File: src/rtl/alu_accum_seq.sv
// Accumulator ALU with go/busy/done handshake, sticky overflow error and a
// radix-2 shift-add multiplier. acc is both an operand and the destination;
// b is only ever written by load/clear.
module alu_accum_seq #(
  parameter int WIDTH = 8,
  parameter int CNT_W = $clog2(WIDTH) + 1
) (
  input  logic             clk,
  input  logic             rst,
  input  logic             on,
  input  logic [1:0]       in_sel,
  input  logic [WIDTH-1:0] num1,
  input  logic [WIDTH-1:0] num2,
  input  logic [2:0]       op,
  input  logic             go,
  output logic [WIDTH-1:0] acc_out,
  output logic             busy,
  output logic             done,
  output logic             error,
  output logic [2:0]       state
);

  localparam logic [2:0] stOff   = 3'd0;
  localparam logic [2:0] stReady = 3'd1;
  localparam logic [2:0] stRun   = 3'd2;
  localparam logic [2:0] stMul   = 3'd3;
  localparam logic [2:0] stError = 3'd4;

  localparam logic [2:0] opAnd  = 3'd0;
  localparam logic [2:0] opOr   = 3'd1;
  localparam logic [2:0] opXor  = 3'd2;
  localparam logic [2:0] opNot  = 3'd3;
  localparam logic [2:0] opAdd  = 3'd4;
  localparam logic [2:0] opSub  = 3'd5;
  localparam logic [2:0] opMul  = 3'd6;
  localparam logic [2:0] opPass = 3'd7;

  localparam logic [1:0] selLoad  = 2'b01;
  localparam logic [1:0] selClear = 2'b10;

  logic [WIDTH-1:0]   acc, b;
  logic [2:0]         opLatch;
  logic [CNT_W-1:0]   mulCnt;
  logic [2*WIDTH-1:0] mcand, prod, prodNext;
  logic [WIDTH-1:0]   mplier;
  logic               mulLast;

  logic [WIDTH-1:0]   runRes;
  logic               runOvf;
  logic [WIDTH:0]     addWide;

  assign acc_out = acc;
  assign busy    = (state == stRun) || (state == stMul);

  // Single-cycle result of the latched op; overflow only for ADD/SUB
  always_comb begin
    runRes  = acc;
    runOvf  = 1'b0;
    addWide = {1'b0, acc} + {1'b0, b};
    case (opLatch)
      opAnd:  runRes = acc & b;
      opOr:   runRes = acc | b;
      opXor:  runRes = acc ^ b;
      opNot:  runRes = ~acc;
      opAdd: begin
        runRes = addWide[WIDTH-1:0];
        runOvf = addWide[WIDTH];
      end
      opSub: begin
        runRes = acc - b;
        runOvf = (acc < b);
      end
      opPass: runRes = b;
      default: runRes = acc;
    endcase
  end

  // One shift-add iteration: add the shifted multiplicand when the current
  // multiplier LSB is set. The final iteration writes straight from prodNext.
  assign prodNext = prod + (mplier[0] ? mcand : {(2*WIDTH){1'b0}});
  assign mulLast  = (mulCnt == CNT_W'(WIDTH - 1));

  // Control FSM and datapath registers; rst beats on, on beats everything else
  always_ff @(posedge clk) begin
    if (rst) begin
      state   <= stReady;
      acc     <= '0;
      b       <= '0;
      error   <= 1'b0;
      done    <= 1'b0;
      opLatch <= '0;
      mulCnt  <= '0;
      prod    <= '0;
      mcand   <= '0;
      mplier  <= '0;
    end else begin
      done <= 1'b0;
      if (!on) begin
        // Abort anything in flight; acc, b and error are kept
        state <= stOff;
      end else begin
        case (state)
          stOff: state <= stReady;
          stReady: begin
            if (in_sel == selLoad) begin
              acc <= num1;
              b   <= num2;
            end else if (in_sel == selClear) begin
              acc   <= '0;
              b     <= '0;
              error <= 1'b0;
            end else if (go) begin
              opLatch <= op;
              if (op == opMul) begin
                mulCnt <= '0;
                prod   <= '0;
                mcand  <= {{WIDTH{1'b0}}, acc};
                mplier <= b;
                state  <= stMul;
              end else begin
                state <= stRun;
              end
            end
          end
          stRun: begin
            acc  <= runRes;
            done <= 1'b1;
            if (runOvf) begin
              error <= 1'b1;
              state <= stError;
            end else begin
              state <= stReady;
            end
          end
          stMul: begin
            prod   <= prodNext;
            mcand  <= mcand << 1;
            mplier <= mplier >> 1;
            mulCnt <= mulCnt + CNT_W'(1);
            if (mulLast) begin
              acc  <= prodNext[WIDTH-1:0];
              done <= 1'b1;
              if (|prodNext[2*WIDTH-1:WIDTH]) begin
                error <= 1'b1;
                state <= stError;
              end else begin
                state <= stReady;
              end
            end
          end
          stError: begin
            if (in_sel == selClear) begin
              acc   <= '0;
              b     <= '0;
              error <= 1'b0;
              state <= stReady;
            end
          end
          default: state <= stReady;
        endcase
      end
    end
  end

endmodule

File: config.mk
export PLATFORM = sky130hd
export DESIGN_NAME = alu_accum_seq
export DESIGN_NICKNAME = d
export VERILOG_FILES = /design/src/rtl/alu_accum_seq.sv
export SDC_FILE = /design/constraint.sdc
export NUM_CORES = 1
export LEC_CHECK = 0
export CAP_MARGIN = 15
export CORE_MARGIN = 5
export CORE_UTILIZATION = 33
export DETAILED_ROUTE_END_ITERATION = 8
export REMOVE_ABC_BUFFERS = 1
export SKIP_LAST_GASP = 1
export SYNTH_ARGS = -nofsm -noshare
export SYNTH_HDL_FRONTEND = slang
export SYNTH_SLANG_ARGS = --single-unit
File: constraint.sdc
create_clock -name clk -period 3.7 [get_ports clk]
set_clock_uncertainty 0.1 [all_clocks]
set_input_delay 0.74 -clock clk [delete_from_list [all_inputs] [get_ports clk]]
set_output_delay 0.74 -clock clk [all_outputs]
set_load 0.01 [all_outputs]
==> results of run 1 <==
## cell type report
type,instances,area [sq um],area share
flip-flops and latches,68,1360,0.229
inverters,33,124,0.0209
clock inverters,5,85.1,0.0143
multi-input cells,530,3390,0.571
clock buffers,11,243,0.0409
well taps,188,235,0.0396
repair buffers,53,500,0.0843
## kinds of logic after synthesis
family                     Yosys count  share of synthesized area
xor gates and xnor gates            16                     0.0275
adders and majority gates           45                      0.115
AOI/OAI and AO/OA                  205                      0.265
and+or+nand+nor                    253                      0.236
buffers and inverters               79                     0.0676
DFF                                 68                      0.268
muxes                               11                     0.0219
## state kept, by name (all words and copies together), names as in the netlist, 3 cells and up
name     count
mulCnt       4
prod        16
acc_out      8
b            8
mplier       8
mcand       16
state        3
opLatch      3
## critical path: stages, from the launching register on
cell	delay, ps
dfxtp_1	370
and2_1	140
ha_1	160
inv_1	60
fa_1	390
nand2b_1	190
a21oi_2	240
o31ai_2	110
o21ai_1	180
xor2_1	100
or4b_1	560
nor4_1	380
a221oi_1	160
## power groups by stage
stage / Clock [W] / Sequential [W] / Combinational, W
after floorplan: 0 / 0.000784 / 0.000143
after CTS: 0.000962 / 0.000773 / 0.000266
after detailed placement: 0 / 0.000789 / 0.000264
after global placement: 0 / 0.000788 / 0.000258
final: 0.000943 / 0.000773 / 0.000269
after global routing: 0.000998 / 0.000776 / 0.000295
## metrics by stage
| step | utilization | hold slack [ps] | cells | total power (W) | area (sq um) |
|---|---|---|---|---|---|
| after detailed placement | 0.370 | 357 | 872 | 0.00105 | 5610 |
| after CTS | 0.392 | 369 | 888 | 0.00200 | 5940 |
| after global routing | 0.392 | 386 | 888 | 0.00207 | 5940 |
| after global placement | 0.370 | 352 | 872 | 0.00105 | 5610 |
| after floorplan | - | 326 | 631 | 0.000927 | 4870 |
| final | 0.392 | 367 | 888 | 0.00199 | 5940 |
## routing by layer
metal,GRT usage,up-vias,share of wire
met3,0.0353,14,0.072
met5,0,-,0
li1,-,2467,-
met2,0.280,180,0.47
met1,0.230,2396,0.45
met4,0.0390,0,0.011
## layout by cell type, fill, tap and decap left out, types with 10 or more instances in the layout
cell / Yosys / routed
o21ai_1: 16 / 16
nand2_1: 71 / 71
and2_1: 17 / 17
ha_1: 42 / 42
mux2i_1: 10 / 10
clkdlybuf4s50_1: 0 / 37
nand3_1: 30 / 30
o21ai_0: 17 / 17
inv_1: 31 / 31
nor2_1: 70 / 70
nand2b_1: 13 / 13
buf_4: 1 / 14
a31oi_1: 20 / 20
a22oi_1: 29 / 29
a21oi_1: 54 / 54
dfxtp_1: 68 / 68
nor3_1: 17 / 16
## final timing paths
path	startpoint	endpoint	slack (ps)	cells past startpoint
worst max-delay path	mplier[0]	state[2]	400	12
worst min-delay path	prod[4]	prod[4]	370	2
worst max register to register	mplier[0]	state[2]	400	12
worst min register to register	prod[4]	prod[4]	370	2
==> results.py, run 1 <==
metrics = {
    "run_status": {
        "status": "finished clean",
    },
    "timing": {
        "setup_tns_ps": 0,
        "slew_viol_final": 0,
        "period_minus_slack_ps": 3300,
        "period_share": 0.892,
        "final.setup.worst_slack_ps": 400,
        "tightest_slew_ps": 960,
        "setup_viol_count_final": 0,
        "slew_headroom": 0.359,
        "final-hold-violation-count": 0,
        "rsz0062_at_grt": "false",
        "max_freq_mhz": 303,
    },
    "critical_path": {
        "crit_path_end_kind": "flop",
        "worstPathMaxFanout": 5,
        "cp-start-kind": "flop",
        "cp.required_ps": 3770,
        "cp.arrival_ps": 3370,
        "critPathKind": "flop to flop",
    },
    "synth": {
        "ys_seq_area_frac": 0.268,
        "syn_inst": 677,
        "yosysWarnings": 0,
        "syn_avg_cell_area_sq_um": 7.51,
        "synth.most_common_cell": "nand2_1",
        "yosys-top-cells-count": "nand2_1, nor2_1, dfxtp_1, a21oi_1, ha_1",
        "ys_seq_elements": 68,
        "async_flop_share": 0,
        "synth_cell_types": 69,
        "synth_ff_type": "dfxtp_1",
        "synth_area_leaders": "dfxtp_1, ha_1, a21oi_1, nand2_1, nor2_1",
        "synth-edff-count": 0,
        "synth_area_sq_um": 5090,
        "yosys.area.top_type": "dfxtp_1",
        "synth_top_area_frac": 0.268,
    },
    "cells_and_area": {
        "antennaDiodeCount": 0,
        "n_fill_cell": 1534,
        "fin_nets": 765,
        "area_delta_synth_final_pct": 16.7,
        "layout-drive-gt1-share": 0.0586,
    },
    "floorplanning": {
        "ioPinCount": 39,
        "die_h_um": 134,
        "start_util": 0.336,
        "core_sq_um": 15100,
        "dieArea_sq_um": 18000,
        "fp.dieW_um": 134,
        "row_count": 45,
    },
    "clock_tree": {
        "htreeDepth": 3,
        "cts_max_path_buffers": 2,
        "clkTransAtPathRegs_ps": 60,
        "ctsHoldBuffers": 0,
        "cts_setup_buffers": 0,
        "clk_latency_ps": 330,
        "tritoncts": "yes",
        "clock-sinks": 68,
        "clock-root-buffer": "clkbuf_16",
        "numCtsBuffers": 9,
        "postCtsResizedCells": 0,
    },
    "job": {
        "max_cap_violations": 0,
    },
    "power": {
        "power_frac_comb": 0.135,
        "clock_power_share": 0.475,
        "swShare": 0.262,
        "p_int_w": 0.00147,
        "p_switching_w": 0.000519,
        "power_density_nw_per_um2": 334,
        "vdd_drop_max_mv": 0.249,
        "p_leak_nw": 2.25,
        "seqPwrFrac": 0.390,
    },
    "routing": {
        "detail-route-antenna-nets": 0,
        "drc_errors": 0,
        "drt_pre_antenna_iters": 5,
        "post_drt_via_cell_ratio": 5.69,
        "drt_iter0_markers": 414,
        "wirelength_um": 15200,
        "routedWlPerCell_um": 17.1,
        "vias": 5057,
    },
    "placed_design": {
        "routabilityCongestion": 0.885,
        "numPortBuffers": 38,
        "hpwl_um": 11500,
        "dp_slack_ps": 425,
    },
    "global_route": {
        "grt_first_pass_wirelength_um": 25000,
        "grt_pass1_vias": 4963,
        "globalRouteOverflowTotal": 0,
        "antenna_found_initial": 0,
        "grt_max_degree": 35,
        "grt_usage": 0.170,
    },
    "worst_hold_path": {
        "hold_class": "flop to flop",
    },
}
Power figures use the tool's default switching activity.
==> run 2, diff against run 1 <==
- PLACE_DENSITY: not set -> 0.53
==> run 2 against run 1 <==
Effect of this change:
- first-iteration DRC count up 4.6%
- worst hold slack worse by 7.7 ps
- sequential share of layout area up 0.25 points
- power fell by 8.5%
- via count fell by 1.4%
- combinational power is 1% lower
- critical endpoint is now error
- die area unchanged
==> results.py, run 2 (synthesized netlist as in run 1, its figures left out) <==
metrics = {
    "cells_and_area": {
        "biggestRegsByFlops": "mcand x16, prod x16",
        "layout-drive-gt1-share": 0.0557,
        "fin_util": 0.388,
        "fin_nets": 765,
        "area_delta_synth_final_pct": 15.4,
        "layout_commonest_cell": "nand2_1",
        "antennaDiodeCount": 0,
        "layout_common_cells": "nand2_1, nor2_1, dfxtp_1",
    },
    "floorplanning": {
        "row_count": 45,
        "fp.dieW_um": 134,
        "dieArea_sq_um": 18000,
        "core_sq_um": 15100,
        "start_util": 0.336,
        "ioPinCount": 39,
        "die_h_um": 134,
    },
    "critical_path": {
        "cp.required_ps": 3830,
        "worstPathMaxFanout": 12,
        "crit_path_end_kind": "flop",
        "crit_top_cell": "and2_1",
        "max_stage_delay_ps": 600,
        "cp.arrival_ps": 3370,
        "cp-start-kind": "flop",
        "crit_chain": "buf_4, and2_1, ha_1, nand2_1, a311o_1, and2_1, o311ai_0, nand4b_1, o32a_1, a21o_1",
        "critPathKind": "flop to flop",
        "crit_slowest_cell": "o311ai_0",
    },
    "clock_tree": {
        "numCtsBuffers": 9,
        "clock-sinks": 68,
        "clkTransAtPathRegs_ps": 60,
        "htreeDepth": 3,
        "cts_setup_buffers": 0,
        "clock-root-buffer": "clkbuf_16",
        "clk_latency_ps": 330,
        "cts_max_path_buffers": 2,
        "tritoncts": "yes",
        "postCtsResizedCells": 0,
        "ctsHoldBuffers": 0,
    },
    "run_status": {
        "status": "finished clean",
    },
    "placed_design": {
        "numPortBuffers": 38,
        "hpwl_um": 11600,
        "routabilityCongestion": 0.928,
    },
    "routing": {
        "drt_pre_antenna_iters": 5,
        "post_drt_via_cell_ratio": 5.62,
        "wirelength_um": 15200,
        "vias": 4987,
        "drt_iter0_markers": 433,
        "routedWlPerCell_um": 17.1,
        "detail-route-antenna-nets": 0,
        "drc_errors": 0,
    },
    "timing": {
        "final-hold-violation-count": 0,
        "period_share": 0.878,
        "rsz0062_at_grt": "false",
        "slew_viol_final": 0,
        "setup_viol_count_final": 0,
        "tightest_slew_ps": 956,
        "max_freq_mhz": 308,
        "period_minus_slack_ps": 3250,
        "setup_tns_ps": 0,
        "slew_headroom": 0.362,
    },
    "global_route": {
        "grt_max_degree": 40,
        "grt_first_pass_wirelength_um": 25000,
        "grt_usage": 0.170,
        "grt_pass1_vias": 4743,
        "globalRouteOverflowTotal": 0,
        "antenna_found_initial": 0,
    },
    "worst_hold_path": {
        "hold_class": "flop to flop",
    },
    "power": {
        "power_density_nw_per_um2": 310,
        "p_leak_nw": 2.22,
        "vdd_drop_max_mv": 0.241,
    },
    "job": {
        "max_cap_violations": 0,
    },
}
## run 2: critical path: cells and delay by family (launching register included)
kind | cells | cell delay, ps
AOI/OAI and AO/OA | 4 | 1470
and+or+nand+nor | 4 | 670
adders and majority gates | 1 | 390
DFF | 1 | 330
buffers and inverters | 1 | 180
## run 2: power by group
| part | internal, W | leakage, nW | switching [W] | total [W] |
|---|---|---|---|---|
| logic | 0.000110 | 1.54 | 0.000155 | 0.000265 |
| clock network | 0.000453 | 0.127 | 0.000326 | 0.000779 |
| registers | 0.000744 | 0.549 | 0.0000295 | 0.000773 |
## run 2: layout make-up
class / count / area (sq um)
Sequential cell: 68 / 1360
Fill cell: 1582 / 9280
Inverter: 33 / 124
Multi-Input combinational cell: 530 / 3390
Clock buffer: 12 / 236
Tap cell: 188 / 235
Clock inverter: 4 / 26.3
Timing Repair Buffer: 53 / 500
## run 2: final timing paths
kind | endpoint | startpoint | slack [ps] | depth (start not counted)
worst max-delay path | error | mplier[0] | 450 | 10
worst min-delay path | mplier[7] | mplier[7] | 360 | 2
worst min register to register | mplier[7] | mplier[7] | 360 | 2
worst max register to register | error | mplier[0] | 450 | 10
## run 2: layer usage
metal,up-vias,global-route usage,wire [um]
li1,2465,-,-
met1,2366,0.242,7250
met2,136,0.267,6880
met3,20,0.0266,775
met4,0,0.0509,257
met5,-,0,0
## run 2: per-stage QoR
stage | hold slack [ps] | instances | power [W] | worst slack [ps] | instance area [sq um]
2_1_floorplan | 326 | 631 | 0.000927 | 349 | 4870
3_3_place_gp | 343 | 872 | 0.00105 | 492 | 5610
3_5_place_dp | 350 | 872 | 0.00105 | 477 | 5610
4_1_cts | 359 | 888 | 0.00183 | 442 | 5870
5_1_grt | 371 | 888 | 0.00190 | 260 | 5870
6_report | 359 | 888 | 0.00182 | 452 | 5870
